$ cat src/rtl/crossover_engine.sv
// Two-stage genetic-algorithm crossover unit: S1 latches the parents and effective mask, S2 forms the children.
// An 8-bit LFSR compared against xover_prob decides whether each accepted pair is actually recombined.
module crossover_engine #(
    parameter int unsigned CHROM_WIDTH = 8,
    parameter int unsigned PT_WIDTH    = $clog2(CHROM_WIDTH) + 1,
    parameter logic [7:0]  LFSR_SEED   = 8'h01
) (
    input  logic                   clk,
    input  logic                   rst,
    input  logic                   in_valid,
    output logic                   in_ready,
    input  logic [CHROM_WIDTH-1:0] parent1,
    input  logic [CHROM_WIDTH-1:0] parent2,
    input  logic [1:0]             mode,
    input  logic [PT_WIDTH-1:0]    point_a,
    input  logic [PT_WIDTH-1:0]    point_b,
    input  logic [CHROM_WIDTH-1:0] mask,
    input  logic [7:0]             xover_prob,
    output logic                   out_valid,
    input  logic                   out_ready,
    output logic [CHROM_WIDTH-1:0] child1,
    output logic [CHROM_WIDTH-1:0] child2,
    output logic                   crossed,
    output logic [15:0]            cross_count
);

    localparam int unsigned CW = CHROM_WIDTH;
    localparam int unsigned PW = PT_WIDTH;

    typedef enum logic [1:0] {
        MODE_SINGLE  = 2'd0,
        MODE_TWO     = 2'd1,
        MODE_UNIFORM = 2'd2,
        MODE_COPY    = 2'd3
    } mode_e;

    logic          s1_valid_q, s1_valid_d;
    logic [CW-1:0] s1_p1_q, s1_p1_d;
    logic [CW-1:0] s1_p2_q, s1_p2_d;
    logic [CW-1:0] s1_m_q, s1_m_d;
    logic          s1_x_q, s1_x_d;
    logic          s2_valid_q, s2_valid_d;
    logic [CW-1:0] child1_q, child1_d;
    logic [CW-1:0] child2_q, child2_d;
    logic          crossed_q, crossed_d;
    logic [15:0]   cnt_q, cnt_d;
    logic [7:0]    lfsr_q, lfsr_d;

    logic          advance_c;
    logic          accept_c;
    logic          gate_c;
    logic          lfsr_fb_c;
    logic [PW-1:0] lo_c, hi_c;
    logic [CW-1:0] raw_mask_c;
    logic [CW-1:0] eff_mask_c;

    // Mask generation: bit i set means child1 takes parent1 at that position.
    always_comb begin
        lo_c       = point_a;
        hi_c       = point_b;
        raw_mask_c = '1;
        if (point_b < point_a) begin
            lo_c = point_b;
            hi_c = point_a;
        end
        for (int unsigned i = 0; i < CW; i++) begin
            case (mode_e'(mode))
                MODE_SINGLE:  raw_mask_c[i] = (32'(i) >= 32'(point_a));
                MODE_TWO:     raw_mask_c[i] = !((32'(i) >= 32'(lo_c)) && (32'(i) < 32'(hi_c)));
                MODE_UNIFORM: raw_mask_c[i] = mask[i];
                default:      raw_mask_c[i] = 1'b1;
            endcase
        end
        gate_c     = (lfsr_q <= xover_prob) && (mode_e'(mode) != MODE_COPY);
        eff_mask_c = gate_c ? raw_mask_c : '1;
    end

    // Pipeline advance, LFSR step and count update.
    always_comb begin
        s1_valid_d = s1_valid_q;
        s1_p1_d    = s1_p1_q;
        s1_p2_d    = s1_p2_q;
        s1_m_d     = s1_m_q;
        s1_x_d     = s1_x_q;
        s2_valid_d = s2_valid_q;
        child1_d   = child1_q;
        child2_d   = child2_q;
        crossed_d  = crossed_q;
        cnt_d      = cnt_q;
        lfsr_d     = lfsr_q;

        advance_c = !s2_valid_q || out_ready;
        accept_c  = in_valid && advance_c;
        // Taps for x^8+x^6+x^5+x^4+1 on a left-shifting register.
        lfsr_fb_c = lfsr_q[7] ^ lfsr_q[5] ^ lfsr_q[4] ^ lfsr_q[3];

        if (accept_c) begin
            lfsr_d  = {lfsr_q[6:0], lfsr_fb_c};
            s1_p1_d = parent1;
            s1_p2_d = parent2;
            s1_m_d  = eff_mask_c;
            s1_x_d  = gate_c;
        end

        if (advance_c) begin
            s1_valid_d = accept_c;
            s2_valid_d = s1_valid_q;
            if (s1_valid_q) begin
                child1_d  = (s1_p1_q & s1_m_q) | (s1_p2_q & ~s1_m_q);
                child2_d  = (s1_p2_q & s1_m_q) | (s1_p1_q & ~s1_m_q);
                crossed_d = s1_x_q;
            end
        end

        if (s2_valid_q && out_ready && crossed_q && (cnt_q != 16'hFFFF)) begin
            cnt_d = cnt_q + 16'd1;
        end
    end

    always_ff @(posedge clk) begin
        if (rst) begin
            s1_valid_q <= 1'b0;
            s1_p1_q    <= '0;
            s1_p2_q    <= '0;
            s1_m_q     <= '0;
            s1_x_q     <= 1'b0;
            s2_valid_q <= 1'b0;
            child1_q   <= '0;
            child2_q   <= '0;
            crossed_q  <= 1'b0;
            cnt_q      <= '0;
            lfsr_q     <= LFSR_SEED;
        end else begin
            s1_valid_q <= s1_valid_d;
            s1_p1_q    <= s1_p1_d;
            s1_p2_q    <= s1_p2_d;
            s1_m_q     <= s1_m_d;
            s1_x_q     <= s1_x_d;
            s2_valid_q <= s2_valid_d;
            child1_q   <= child1_d;
            child2_q   <= child2_d;
            crossed_q  <= crossed_d;
            cnt_q      <= cnt_d;
            lfsr_q     <= lfsr_d;
        end
    end

    assign in_ready    = advance_c;
    assign out_valid   = s2_valid_q;
    assign child1      = child1_q;
    assign child2      = child2_q;
    assign crossed     = crossed_q;
    assign cross_count = cnt_q;

endmodule

$ cat config.mk
export PLATFORM = sky130hd
export DESIGN_NAME = crossover_engine
export DESIGN_NICKNAME = d
export VERILOG_FILES = /design/src/rtl/crossover_engine.sv
export SDC_FILE = /design/constraint.sdc
export NUM_CORES = 1
export LEC_CHECK = 0
export CAP_MARGIN = 30
export CORE_MARGIN = 5
export CORE_UTILIZATION = 50
export DETAILED_ROUTE_END_ITERATION = 8
export PLACE_DENSITY_LB_ADDON = 0.05
export SLEW_MARGIN = 20
export SYNTH_ARGS = -nofsm -noshare
export SYNTH_HDL_FRONTEND = slang
export SYNTH_SLANG_ARGS = --single-unit
$ cat constraint.sdc
create_clock -name clk -period 3.3 [get_ports clk]
set_input_delay 0.495 -clock clk [delete_from_list [all_inputs] [get_ports clk]]
set_output_delay 0.495 -clock clk [all_outputs]
set_load 0.01 [all_outputs]
======== Word-level counts from Yosys, hierarchy flattened ========
Index checks and enable logic that the tools add are counted.
W data, S select, Z words.
storage, ports and cells
  word-level logic and storage cells ...... 88
  input port bits ......................... 46
  output and inout port bits .............. 35
  bits in registers ....................... 68
operators by class
  bitwise gates (word level) .............. 10
  mux-type cells .......................... 11
  equality and inequality tests ........... 4
  reduce and logical (&&, ||, !) cells .... 25
  $add $sub $neg .......................... 1
  magnitude comparators ................... 26
operator list
  cell                     count
  $and A8 B8 Y8            4
  $ge A3 B4 Y1 const A     8
  $pmux W1 S3              8
  $add A16 B1 Y16 const B  1
  $ge A1 B4 Y1 const A     4
  $ge A2 B4 Y1 const A     4
  $lt A3 B4 Y1 const A     4
  $ne A16 B16 Y1 const B   1
  $or A8 B8 Y8             2
  $logic_and A1 B1 Y1      13
  $logic_not A1 Y1         9
  $le A8 B8 Y1             1
  $lt A1 B4 Y1 const A     2
  $lt A2 B4 Y1 const A     2
  $mux W4                  2
  $mux W8                  1
  $not A8 Y8               1
  $lt A4 B4 Y1             1
  $xor A1 B1 Y1            3
  $eq A2 B1 Y1 const B     1
  $eq A2 B2 Y1 const B     1
  $logic_not A2 Y1         1
  $ne A2 B2 Y1 const B     1
  $reduce_and A2 Y1        1
  $logic_or A1 B1 Y1       1

======== Logic depth before layout (Yosys ltp) ========
  depth in word-level cells ............... 7
  mapped depth ............................ 9

======== Worst setup path before layout ========
OpenSTA, ideal clock, no wires.
  kind .................................... input-to-reg
  from .................................... input point_a[2]
  to ...................................... register s1_m_q[4]
  stages .................................. 9
  data arrival time ....................... 2,315 ps
  required time ........................... 3,168 ps
  library setup time ...................... 132 ps
  path buffers ............................ 1
  setup slack ............................. 853 ps
  path through ............................ clkbuf_1 inv_1 ha_1 a21oi_1 or2_2 nand2_1 mux2_1 a211oi_2 o32ai_1
on the way
  cells in the longest elaborated chain, start to end .. 7
ends and longest elaborated chain
  item                                                 RTL line  RTL
  start, declared                                      15        input logic [PT_WIDTH-1:0] point_a,
  $lt A4 B4 Y1                                         62        if (point_b < point_a) begin
  $mux W4                                              62
  $ge A3 B4 Y1 / $lt A3 B4 Y1 (equally long branches)  69        MODE_TWO: raw_mask_c[i] = !((32'(i) >= 32'(lo_c)) && (32'(i) < 32'(hi_c)));
  $logic_and A1 B1 Y1                                  69
  $logic_not A1 Y1                                     69
  $pmux W1 S3 *                                        67        case (mode_e'(mode))
  $mux W8 *                                            75        eff_mask_c = gate_c ? raw_mask_c : '1;
  end signal, assigned                                 137       s1_m_q <= s1_m_d;
  end, declared                                        40        logic [CW-1:0] s1_m_q, s1_m_d;
Every way passes the cells marked *; elsewhere a longest branch is shown, timed or not.
A chain may end at the register's enable or synchronous reset.

======== Worst setup path after layout ========
  from .................................... input point_a[2]
  to ...................................... register s1_m_q[6]
The elaborated chain is that of the path after synthesis.

==> metrics.md <==
| Metric | Value |
|---|---|
| Post-cts sizing count | `0` |
| Measured slew at the worst slew-check pin | `773.9 ps` |
| FP Rows | `30` |
| Int Pwr | `1.444 mW` |
| Port buffer count | `80` |
| Final period util | `0.7992` |
| GRT met2 Usage | `0.3418` |
| Finished Cell Area | `4613 um2` |
| Initial Utilization | `0.5152` |
| First-pass GRT wire length | `14460 um` |
| Relative slew slack | `0.4841` |
| Leak pwr | `1.688 nW` |
| DIE AREA | `8817 um2` |
| 1st-iter DRT viols | `194` |
| Post-synth EDFFs | `0` |
| Clock Latency Late Sink | `340 ps` |
| Top-level I/O count | `81` |
| Place WS | `357.0 ps` |
| Final non-filler cell total | `605` |
| Fin crit period | `2637 ps` |
| Most frequent CP cell | `a21oi_1` |
| CP required | `3510 ps` |
| Max-slew violation count | `0` |
| Multiplexer area fraction after synthesis | `0.05723` |
| Routability cong. | `0.8774` |
| Sink Count | `68` |
| Setup CP Type | `primary input to register` |
| CP max stage delay | `630 ps` |
| Synth cell types | `52` |
| H-tree depth | `3` |
| Setup TNS | `0 ps` |
| GRT Util Overall | `0.2031` |
| Worst Hold Class | `register to register` |
| Net Count, Synth | `490` |
| Placed Cells | `589` |
| DRT Pass-1 Iters | `6` |
| Synth Area in Adders | `0.04977` |
| Nets | `564` |
| Skew final | `9.796 ps` |
| Placed standard-cell area | `4398 um2` |
| Largest net degree at the start of global routing | `44` |
| Grt met3 use | `0.05449` |
| Post-DRT Antenna Nets | `0` |
| Drt total wl | `8728 um` |
| Avg Vias per Cell | `5.377` |
| Post-Syn Area | `3520 um2` |
| Cts hold-fix bufs | `0` |
| F_max | `0.3792 GHz` |
| Final hold vios | `0` |
| Die width | `93.90 um` |
| Top Usage Layer GRT | `met2` |
| Post-route setup slack | `662.6 ps` |
| Share of layout cells above drive strength 1 | `0.08841` |
| Via Count | `3253` |
| Synth Area in Simple Gates | `0.2211` |
| Grt met1 use | `0.2587` |
| # Post-CTS Setup Buffers | `0` |
| Die height | `93.90 um` |
| Status | `completed` |
| Clk slew on worst S/H paths | `70 ps` |
| Sw Share | `0.2588` |
| Yosys warns | `0` |
| Crit Path Max Fanout | `8` |
| Post-DP HPWL | `6494 um` |
| Slowest cell on the critical path | `clkdlybuf4s50_1` |
| Crit-path cells | `clkdlybuf4s50_1 > inv_1 > ha_1 > a21oi_1 > or2_2 > a21oi_1 > a311o_1 > a311oi_2 > o31ai_2` |
| Number of synthesized register bits | `68` |
| Synth Area in XOR/XNOR | `0.03733` |
| Register area share after synthesis | `0.3868` |
| Net Sw Power | `0.5041 mW` |
| Avg Cell Area, Syn | `8.185 um2` |
| Worst vdd ir | `0.3429 mV` |
| RSZ-0062 raised after global routing | `no` |
| Clock power frac | `0.378` |
| Core area | `6832 um2` |
| # diodes | `0` |
| Wire per inst | `14.43 um` |
| Main combinational cell family by area after synthesis | `simple AND/OR/NAND/NOR gates` |
| CTS tree | `done` |
| Crit end category | `register` |
| Number of global-route vias before repair | `3111` |
| Crit start category | `primary input` |
| Drt drc | `0` |
| Flop pwr share | `0.458` |
| Post-Synthesis Cells | `430` |
| GR Overflow Total | `0` |
| Final setup violation count | `0` |
| Synth Flop Type | `dfxtp_1` |
| Final Power | `1.948 mW` |
| Synth Area in Compound Gates | `0.1987` |
| WP data arrival | `2850 ps` |
| Fin Hold WS | `471.2 ps` |
| CTS max path bufs | `2` |
| Async SR Flop Fraction | `0` |
| Power density over cell area | `422.3 nW/um2` |
| Max-cap violations | `0` |
| Synthesis-to-finish area growth | `31.07%` |
| TritonCTS Buffers | `9` |
| Initial antenna violation count | `0` |
| Combinational power share | `0.164` |
| Clk root buf | `clkbuf_8` |
| Post-layout util | `0.6753` |
cell usage after synthesis (2+ instances only):
cell type | instances | area [um2]
nand2_1 | 64 | 240.2
nor2_1 | 50 | 187.7
o31ai_1 | 6 | 45.04
or2_2 | 4 | 25.02
o21ai_0 | 8 | 40.04
clkbuf_1 | 19 | 71.32
xor2_1 | 2 | 17.52
ha_1 | 14 | 175.2
a311oi_1 | 5 | 43.79
o21ai_1 | 4 | 20.02
a211oi_1 | 17 | 127.6
nor3_1 | 10 | 50.05
inv_1 | 16 | 60.06
and4_1 | 3 | 26.28
dfxtp_1 | 68 | 1361
o32ai_1 | 2 | 17.52
nand4_1 | 6 | 37.54
or3_1 | 6 | 37.54
and2_1 | 2 | 12.51
a21oi_1 | 42 | 210.2
buf_1 | 6 | 22.52
and3_1 | 2 | 12.51
o22ai_1 | 3 | 18.77
xnor2_1 | 13 | 113.9
nand3_1 | 8 | 40.04
mux2i_1 | 19 | 190.2
nor3_2 | 2 | 20.02
nand2b_1 | 4 | 25.02
a211o_1 | 2 | 17.52
power by group through the flow:
stage / sequential (mW) / clock (mW) / combinational (mW)
after detailed placement: 0.913 / 0 / 0.318
final: 0.893 / 0.737 / 0.319
after global placement: 0.911 / 0 / 0.315
after CTS: 0.894 / 0.753 / 0.320
after floorplan: 0.912 / 0 / 0.178
after global routing: 0.899 / 0.795 / 0.353
cell usage in the layout (no fill, tap or decap), drive strengths merged, types with 3 or more instances in the layout:
cell            n
nor2           52
dfxtp          68
clkinv          4
or3             6
a311oi          6
nand4           6
buf            11
and4            3
nand2          64
clkdlybuf4s50  79
a211oi         18
xnor2          13
nor3           12
mux2i          19
clkbuf          9
nand3          10
o31ai           8
nand2b          4
ha             14
or2             4
o21ai          12
a21oi          42
o22ai           3
inv            16
state kept, by name, summed over array words and instances, names as in the netlist:
| signal | count |
|---|---|
| cross_count | 16 |
| child1 | 8 |
| child2 | 8 |
| lfsr_q | 8 |
| s1_m_q | 8 |
| s1_p1_q | 8 |
| s1_p2_q | 8 |
| crossed | 1 |
| out_valid | 1 |
| s1_valid_q | 1 |
| s1_x_q | 1 |
cells by family after synthesis:
group | after synthesis
AOI/OAI and AO/OA | 103
xor gates and xnor gates | 15
adders and majority gates | 14
buffers and inverters | 43
DFF | 68
muxes | 20
and+or+nand+nor | 167
layer usage:
layer  share of wire  routed length (um)
met4          0.0077                  67
met3           0.056                 491
met2            0.49                4261
met1            0.45                3909
met5               0                   0
cell type report:
| class | count | area [um2] |
|---|---|---|
| clock buffers | 9 | 123.9 |
| clock inverters | 7 | 91.34 |
| fillers | 599 | 2218 |
| inverters | 16 | 60.06 |
| multi-input cells | 319 | 1986 |
| flip-flops and latches | 68 | 1361 |
| well taps | 96 | 120.1 |
| repair buffers | 90 | 870.8 |
critical path, delay by kind of cell:
family | cells | cell delay [ps]
adder cells (fa/ha/maj) | 1 | 350
AND/OR/NAND/NOR | 1 | 170
buffers and inverters | 2 | 770
AO/OA/AOI/OAI | 5 | 1060
path summary, 6_finish.rpt:
kind                                                   from                           to  slack [ps]  cells after the start
worst min-delay path                s1_valid_q$_SDFFE_PP0N_       out_valid$_SDFFE_PP0N_         470                      2
worst max register to register  cross_count[3]$_SDFFE_PP0P_  cross_count[7]$_SDFFE_PP0P_        1140                      6
worst max-delay path                             point_a[2]       s1_m_q[6]$_SDFFE_PP0P_         660                      9
worst min register to register      s1_valid_q$_SDFFE_PP0N_       out_valid$_SDFFE_PP0N_         470                      2
Power figures use the tool's default switching activity.
